--- src/rtl/wb_ddr_line_bridge.sv ---
// rtl/wb_ddr_line_bridge.sv - Wishbone classic slave turning 32-bit accesses into DDR3 line requests
module wb_ddr_line_bridge #(
  parameter int LINE_W        = 128,
  parameter int MEM_ADDR_BITS = 28,
  parameter int TIMEOUT       = 1023,
  parameter int READ_BUF      = 1
) (
  input  logic                clk_i,
  input  logic                rst_i,
  input  logic                wb_cyc_i,
  input  logic                wb_stb_i,
  input  logic                wb_we_i,
  input  logic [31:0]         wb_adr_i,
  input  logic [31:0]         wb_dat_i,
  input  logic [3:0]          wb_sel_i,
  output logic                wb_ack_o,
  output logic                wb_err_o,
  output logic [31:0]         wb_dat_o,
  output logic                mem_rd_o,
  output logic [LINE_W/8-1:0] mem_wr_o,
  output logic [31:0]         mem_addr_o,
  output logic [LINE_W-1:0]   mem_write_data_o,
  input  logic                mem_accept_i,
  input  logic                mem_ack_i,
  input  logic                mem_error_i,
  input  logic [LINE_W-1:0]   mem_read_data_i
);

  localparam int LB     = $clog2(LINE_W / 8);
  localparam int LANE_W = LB - 2;
  localparam int NLANE  = LINE_W / 32;
  localparam int BE_W   = LINE_W / 8;
  // Keeps adr[MEM_ADDR_BITS-1:LB]; a shift by 32 yields 0, so 0-1 gives all ones for a full-width address.
  localparam logic [31:0] ADDR_MASK = ((32'd1 << MEM_ADDR_BITS) - 32'd1) & ~((32'd1 << LB) - 32'd1);
  localparam logic [15:0] TMO_LAST  = 16'(TIMEOUT - 1);

  typedef enum logic [1:0] {S_IDLE, S_REQ, S_WAIT, S_RESP} state_t;

  state_t              state;
  state_t              state_d;
  logic [15:0]         tmo_cnt;
  logic                stale;
  logic                buf_valid;
  logic [31:0]         buf_tag;
  logic [LINE_W-1:0]   buf_line;
  logic [LANE_W-1:0]   lane_q;
  logic [3:0]          sel_q;
  logic                we_q;
  logic                resp_err;
  logic                resp_err_d;
  logic                resp_d1;

  logic [31:0]         tag_in;
  logic [LANE_W-1:0]   lane_in;
  logic                req_start;
  logic                buf_hit;
  logic                wr_nosel;
  logic                req_vis;
  logic                accepted;
  logic                tmo_hit;
  logic                go_req;
  logic                go_fast;
  logic                mem_done;
  logic                set_stale;
  logic [BE_W-1:0]     wr_mask;
  logic                rd_d;
  logic [BE_W-1:0]     wr_d;
  logic                wb_ack_d;
  logic                wb_err_d;

  assign tag_in   = wb_adr_i & ADDR_MASK;
  assign lane_in  = LANE_W'(wb_adr_i >> 2);
  // The cycle right after a response still carries the old strobe, so it is not sampled.
  assign req_start = wb_cyc_i & wb_stb_i & ~resp_d1;
  assign buf_hit  = (READ_BUF != 0) && buf_valid && !wb_we_i && (buf_tag == tag_in);
  assign wr_nosel = wb_we_i && (wb_sel_i == 4'h0);
  // Accept only counts once the request is actually on the port.
  assign req_vis  = mem_rd_o | (|mem_wr_o);
  assign accepted = req_vis & mem_accept_i;
  assign tmo_hit  = (tmo_cnt == TMO_LAST);
  assign wr_mask  = BE_W'(sel_q) << {lane_q, 2'b00};

  // State register
  always_ff @(posedge clk_i or posedge rst_i) begin
    if (rst_i) state <= S_IDLE;
    else       state <= state_d;
  end

  // Next-state logic and transaction events
  always_comb begin
    state_d    = state;
    go_req     = 1'b0;
    go_fast    = 1'b0;
    mem_done   = 1'b0;
    set_stale  = 1'b0;
    resp_err_d = resp_err;
    case (state)
      S_IDLE: begin
        if (req_start) begin
          if (buf_hit || wr_nosel) begin
            state_d    = S_RESP;
            go_fast    = 1'b1;
            resp_err_d = 1'b0;
          end else if (!stale) begin
            state_d = S_REQ;
            go_req  = 1'b1;
          end
        end
      end
      S_REQ: begin
        if (!wb_cyc_i) begin
          // An accept without its response leaves one reply in flight.
          state_d = S_IDLE;
          if (accepted && !mem_ack_i) set_stale = 1'b1;
        end else if (accepted && mem_ack_i) begin
          state_d    = S_RESP;
          mem_done   = 1'b1;
          resp_err_d = mem_error_i;
        end else if (accepted) begin
          if (tmo_hit) begin
            state_d    = S_RESP;
            resp_err_d = 1'b1;
            set_stale  = 1'b1;
          end else begin
            state_d = S_WAIT;
          end
        end else if (tmo_hit) begin
          state_d    = S_RESP;
          resp_err_d = 1'b1;
        end
      end
      S_WAIT: begin
        if (mem_ack_i) begin
          state_d    = S_RESP;
          mem_done   = 1'b1;
          resp_err_d = mem_error_i;
        end else if (!wb_cyc_i) begin
          state_d   = S_IDLE;
          set_stale = 1'b1;
        end else if (tmo_hit) begin
          state_d    = S_RESP;
          resp_err_d = 1'b1;
          set_stale  = 1'b1;
        end
      end
      S_RESP: state_d = S_IDLE;
      default: state_d = S_IDLE;
    endcase
  end

  // Next values of the registered outputs, decoded from state
  always_comb begin
    rd_d     = 1'b0;
    wr_d     = '0;
    wb_ack_d = 1'b0;
    wb_err_d = 1'b0;
    if (state == S_REQ && state_d == S_REQ) begin
      rd_d = ~we_q;
      if (we_q) wr_d = wr_mask;
    end
    if (state == S_RESP) begin
      wb_ack_d = ~resp_err & wb_cyc_i;
      wb_err_d = resp_err & wb_cyc_i;
    end
  end

  // Output registers
  always_ff @(posedge clk_i or posedge rst_i) begin
    if (rst_i) begin
      mem_rd_o <= 1'b0;
      mem_wr_o <= '0;
      wb_ack_o <= 1'b0;
      wb_err_o <= 1'b0;
    end else begin
      mem_rd_o <= rd_d;
      mem_wr_o <= wr_d;
      wb_ack_o <= wb_ack_d;
      wb_err_o <= wb_err_d;
    end
  end

  // Request latch, timeout counter, stale flag and response status
  always_ff @(posedge clk_i or posedge rst_i) begin
    if (rst_i) begin
      lane_q           <= '0;
      sel_q            <= 4'h0;
      we_q             <= 1'b0;
      mem_addr_o       <= 32'h0;
      mem_write_data_o <= '0;
      tmo_cnt          <= 16'h0;
      stale            <= 1'b0;
      resp_err         <= 1'b0;
      resp_d1          <= 1'b0;
    end else begin
      if (go_req) begin
        lane_q           <= lane_in;
        sel_q            <= wb_sel_i;
        we_q             <= wb_we_i;
        mem_addr_o       <= tag_in;
        mem_write_data_o <= {NLANE{wb_dat_i}};
      end
      if (go_req)                                 tmo_cnt <= 16'h0;
      else if (state == S_REQ || state == S_WAIT) tmo_cnt <= tmo_cnt + 16'd1;
      // Any ack seen while stale is the abandoned reply; it only clears the flag.
      if (set_stale)      stale <= 1'b1;
      else if (mem_ack_i) stale <= 1'b0;
      resp_err <= resp_err_d;
      resp_d1  <= (state == S_RESP);
    end
  end

  // Read buffer and read-data register
  always_ff @(posedge clk_i or posedge rst_i) begin
    if (rst_i) begin
      buf_valid <= 1'b0;
      buf_tag   <= 32'h0;
      buf_line  <= '0;
      wb_dat_o  <= 32'h0;
    end else begin
      if (mem_ack_i && mem_error_i) begin
        buf_valid <= 1'b0;
      end else if (mem_done && !we_q && READ_BUF != 0) begin
        buf_valid <= 1'b1;
        buf_tag   <= mem_addr_o;
        buf_line  <= mem_read_data_i;
      end
      if (go_req && wb_we_i && tag_in == buf_tag) buf_valid <= 1'b0;
      if (go_fast && !wb_we_i)
        wb_dat_o <= 32'(buf_line >> {lane_in, 5'b00000});
      else if (mem_done && !we_q && !mem_error_i)
        wb_dat_o <= 32'(mem_read_data_i >> {lane_q, 5'b00000});
    end
  end

endmodule

--- config.mk ---
export PLATFORM = sky130hd
export DESIGN_NAME = wb_ddr_line_bridge
export DESIGN_NICKNAME = d
export VERILOG_FILES = /design/src/rtl/wb_ddr_line_bridge.sv
export SDC_FILE = /design/constraint.sdc
export NUM_CORES = 1
export LEC_CHECK = 0
export CAP_MARGIN = 40
export CORE_MARGIN = 4
export CORE_UTILIZATION = 48
export DETAILED_ROUTE_END_ITERATION = 8
export PLACE_DENSITY = 0.88
export SLEW_MARGIN = 30
export SYNTH_ARGS = -nofsm -noshare
export SYNTH_HDL_FRONTEND = slang
export SYNTH_SLANG_ARGS = --single-unit
--- constraint.sdc ---
create_clock -name clk_i -period 14 [get_ports clk_i]
set_input_delay 2.8 -clock clk_i [delete_from_list [all_inputs] [get_ports clk_i]]
set_output_delay 2.8 -clock clk_i [all_outputs]
set_load 0.01 [all_outputs]
==> impl_metrics.tcl <==
set metrics [dict create \
    status "finished, final reports clean" \
    synth_edf_count 0 \
    grt_pass1_vias 10079 \
    grt_max_degree 185 \
    synth_cell_type_count 47 \
    remaining_drc_errors 0 \
    tightestPinTransition_ns 0.747 \
    die_x_um 181 \
    crit_type "in2reg" \
    drt_iter0_drc 374 \
    worst_setup_path_end_kind "flop" \
    worstPathArrival_ns 5.96 \
    hold_violations 0 \
    finalSetupTns_ns 0 \
    use_met1_pct 27.0 \
    vias_per_cell 5.33 \
    crit_chain "clkdlybuf4s50_1 > xnor2_1 > nand4_1 > nor4_1 > and3_1 > or4_1 > buf_4 > mux2_2" \
    placed_area_mm2 0.0179 \
    instances_no_fill 1730 \
    critical_path.max_fanout 21 \
    grt_usage_pct 20.8 \
    dp_hpwl_um 24900 \
    pwr-share-comb_pct 39.5 \
    n_fill_cell 2166 \
    clock_power_share_pct 22.4 \
    numCtsBuffers 34 \
    intPower_mw 2.65 \
    start_kind "input port" \
    synthesis.area_mm2 0.0144 \
    required_ns 14.38 \
    power.density_mw_per_mm2 200 \
    multi_input_area_mm2 0.00605 \
    pin_count 415 \
    vias 9213 \
    max_stage_delay_ns 0.69 \
    core_mm2 0.0296 \
    drtPass1Iterations 4 \
    peakVddDrop_mv 0.138 \
    maxCapViolations 0 \
    utilization_pct 64.4 \
    crit_family "simple AND/OR/NAND/NOR gates" \
    cts_root_buffer "clkbuf_16" \
    min_period_ns 5.58 \
    clock_skew_ns 0.0254 \
    design_area_mm2 0.0191 \
    leakage_nw 8.46 \
    dp.cells 1664 \
    die_y_um 181 \
    cts.sink_count 288 \
    swShare_pct 30.7 \
    grt_use_met2_pct 35.1 \
    wire_per_inst_um 20.1 \
    grt.busiest_layer "met2" \
    cts_tree "done" \
    yosysSeqAreaShare_pct 50.1 \
    post_cts_resized 0 \
    ys_ff_latch 288 \
    clockBufferDepth 3 \
    syn_area_per_cell_um2 14.2 \
    grt-ovfl-total 0 \
    drive_gt1_share_pct 23.7 \
    async_reset_ff_share_pct 100 \
    slew_headroom_pct 50.2 \
    routabilityCongestion 0.842 \
    cts_setup_buffers 0 \
    seq_power_share_pct 38.1 \
    insertion_delay_ns 0.50 \
    regArea_mm2 0.00721 \
    setup_viol 0 \
    rsz0062_at_grt "false" \
    cts_max_level 2 \
    totalWireLength_um 34800 \
    p_sw_mw 1.17 \
    start_util_pct 48.5 \
    grt_util_met3_pct 4.69 \
    ant_nets 0 \
    min_path_type "reg2reg" \
    timing.fmax_mhz 179 \
    synth_ff_type "dfrtp_1" \
    clk_pin_slew_worst_paths_ns 0.06 \
    slew_violations 0 \
    nets 1523 \
    die_area_mm2 0.0328 \
    ctsHoldBuffers 0 \
    grt_pass1_wl_um 55800 \
    rows 63 \
    synth_cells 1016 \
    ys_warn_count 0 \
    antenna_found_initial 7 \
    area_delta_synth_final_pct 32.7 \
    path_buf_inv 2 \
    portBuffers 400 \
    fin_crit_sh_pct 39.9 \
    crit_path_top_delay_cell "nor4_1" \
]
## stage by stage
step	total power, mW	setup slack [ns]	hold slack [ns]
2_1_floorplan	2.40	3.25	0.455
3_3_place_gp	2.92	7.96	0.468
3_5_place_dp	2.99	7.94	0.478
4_1_cts	3.87	8.46	0.491
5_1_grt	4.04	8.32	0.501
6_report	3.82	8.42	0.485
## power groups by stage
stage	clock network, mW	logic, mW	registers (mW)
after floorplan	0	0.985	1.42
after global placement	0	1.48	1.44
after detailed placement	0	1.52	1.47
after CTS	0.877	1.53	1.46
after global routing	0.911	1.62	1.51
final	0.854	1.51	1.46
## registers in the layout (all words and copies together), names as in the netlist
name	count
buf_line	128
buf_tag	24
buf_valid	1
lane_q	2
mem_addr_o	24
mem_rd_o	1
mem_wr_o	16
mem_write_data_o	32
resp_d1	1
resp_err	1
sel_q	4
stale	1
state	2
tmo_cnt	16
wb_ack_o	1
wb_dat_o	32
wb_err_o	1
we_q	1
## path summary, 6_finish.rpt
kind | cells past startpoint | endpoint | start | slack [ns]
max reg2reg | 8 | wb_dat_o[0]$_DFFE_PP0P_ | mem_wr_o[4]$_DFF_PP0_ | 10.63
max in group asynchronous | 4 | state[1]$_DFF_PP0_ | rst_i | 10.09
min reg2reg | 1 | buf_line[25]$_DFFE_PP0P_ | buf_line[25]$_DFFE_PP0P_ | 0.49
min | 1 | buf_line[25]$_DFFE_PP0P_ | buf_line[25]$_DFFE_PP0P_ | 0.49
max | 8 | mem_addr_o[18]$_DFFE_PP0P_ | wb_adr_i[18] | 8.42
min in group asynchronous | 2 | wb_dat_o[4]$_DFFE_PP0P_ | rst_i | 2.76
## final cells by class
class / instances / share of cell area (%)
diodes: 5 / 0.0655
clock buffers: 45 / 4.99
clock inverters: 14 / 0.727
inverters: 10 / 0.236
multi-input cells: 564 / 31.7
flip-flops and latches: 288 / 37.8
well taps: 390 / 2.56
repair buffers: 414 / 22.0
## cell usage after synthesis, drive strengths merged (2+ instances only)
cell	count	area (um^2)
xnor2	30	263
a21oi	7	35.0
or2	3	18.8
or4	2	18.8
clkbuf	17	63.8
buf	144	1070
o21ai	7	38.8
and2	2	12.5
nor4	6	52.6
and3	4	25.0
mux4	64	1440
a211oi	2	15.0
o221a	2	22.5
dfrtp	288	7210
inv	10	37.5
nor2	28	105
nor2b	2	12.5
nor3	24	131
nand2	38	143
nand3	10	50.1
ha	7	87.6
a31oi	4	25.0
mux2	279	3210
nand4	11	68.8
xor2	9	78.8
o211ai	3	22.5
and4	2	17.5
## layout by cell type (no fill, tap or decap), types with 11 or more instances in the layout
master	Yosys	final
nor2_1	28	28
mux2_4	19	19
nand2_1	38	38
clkbuf_16	0	34
mux2_2	149	149
mux4_2	64	64
xnor2_1	30	30
nor3_1	23	23
mux2_1	111	111
dfrtp_1	288	286
nand4_1	11	11
clkdlybuf4s50_1	0	398
## per-layer routing
| metal | routed length [um] | vias up |
|---|---|---|
| li1 | - | 4147 |
| met1 | 14100 | 4690 |
| met2 | 17500 | 306 |
| met3 | 2060 | 66 |
| met4 | 1050 | 4 |
| met5 | 27 | - |
## logic make-up after synthesis
logic type / share of synthesized area, %
buf+inv: 8.13
compound gates: 1.60
simple gates: 4.73
xor+xnor: 2.37
fa+ha+maj: 0.609
mux: 32.4
flops: 50.1
other cells: 0.0261
Power figures use the tool's default switching activity.
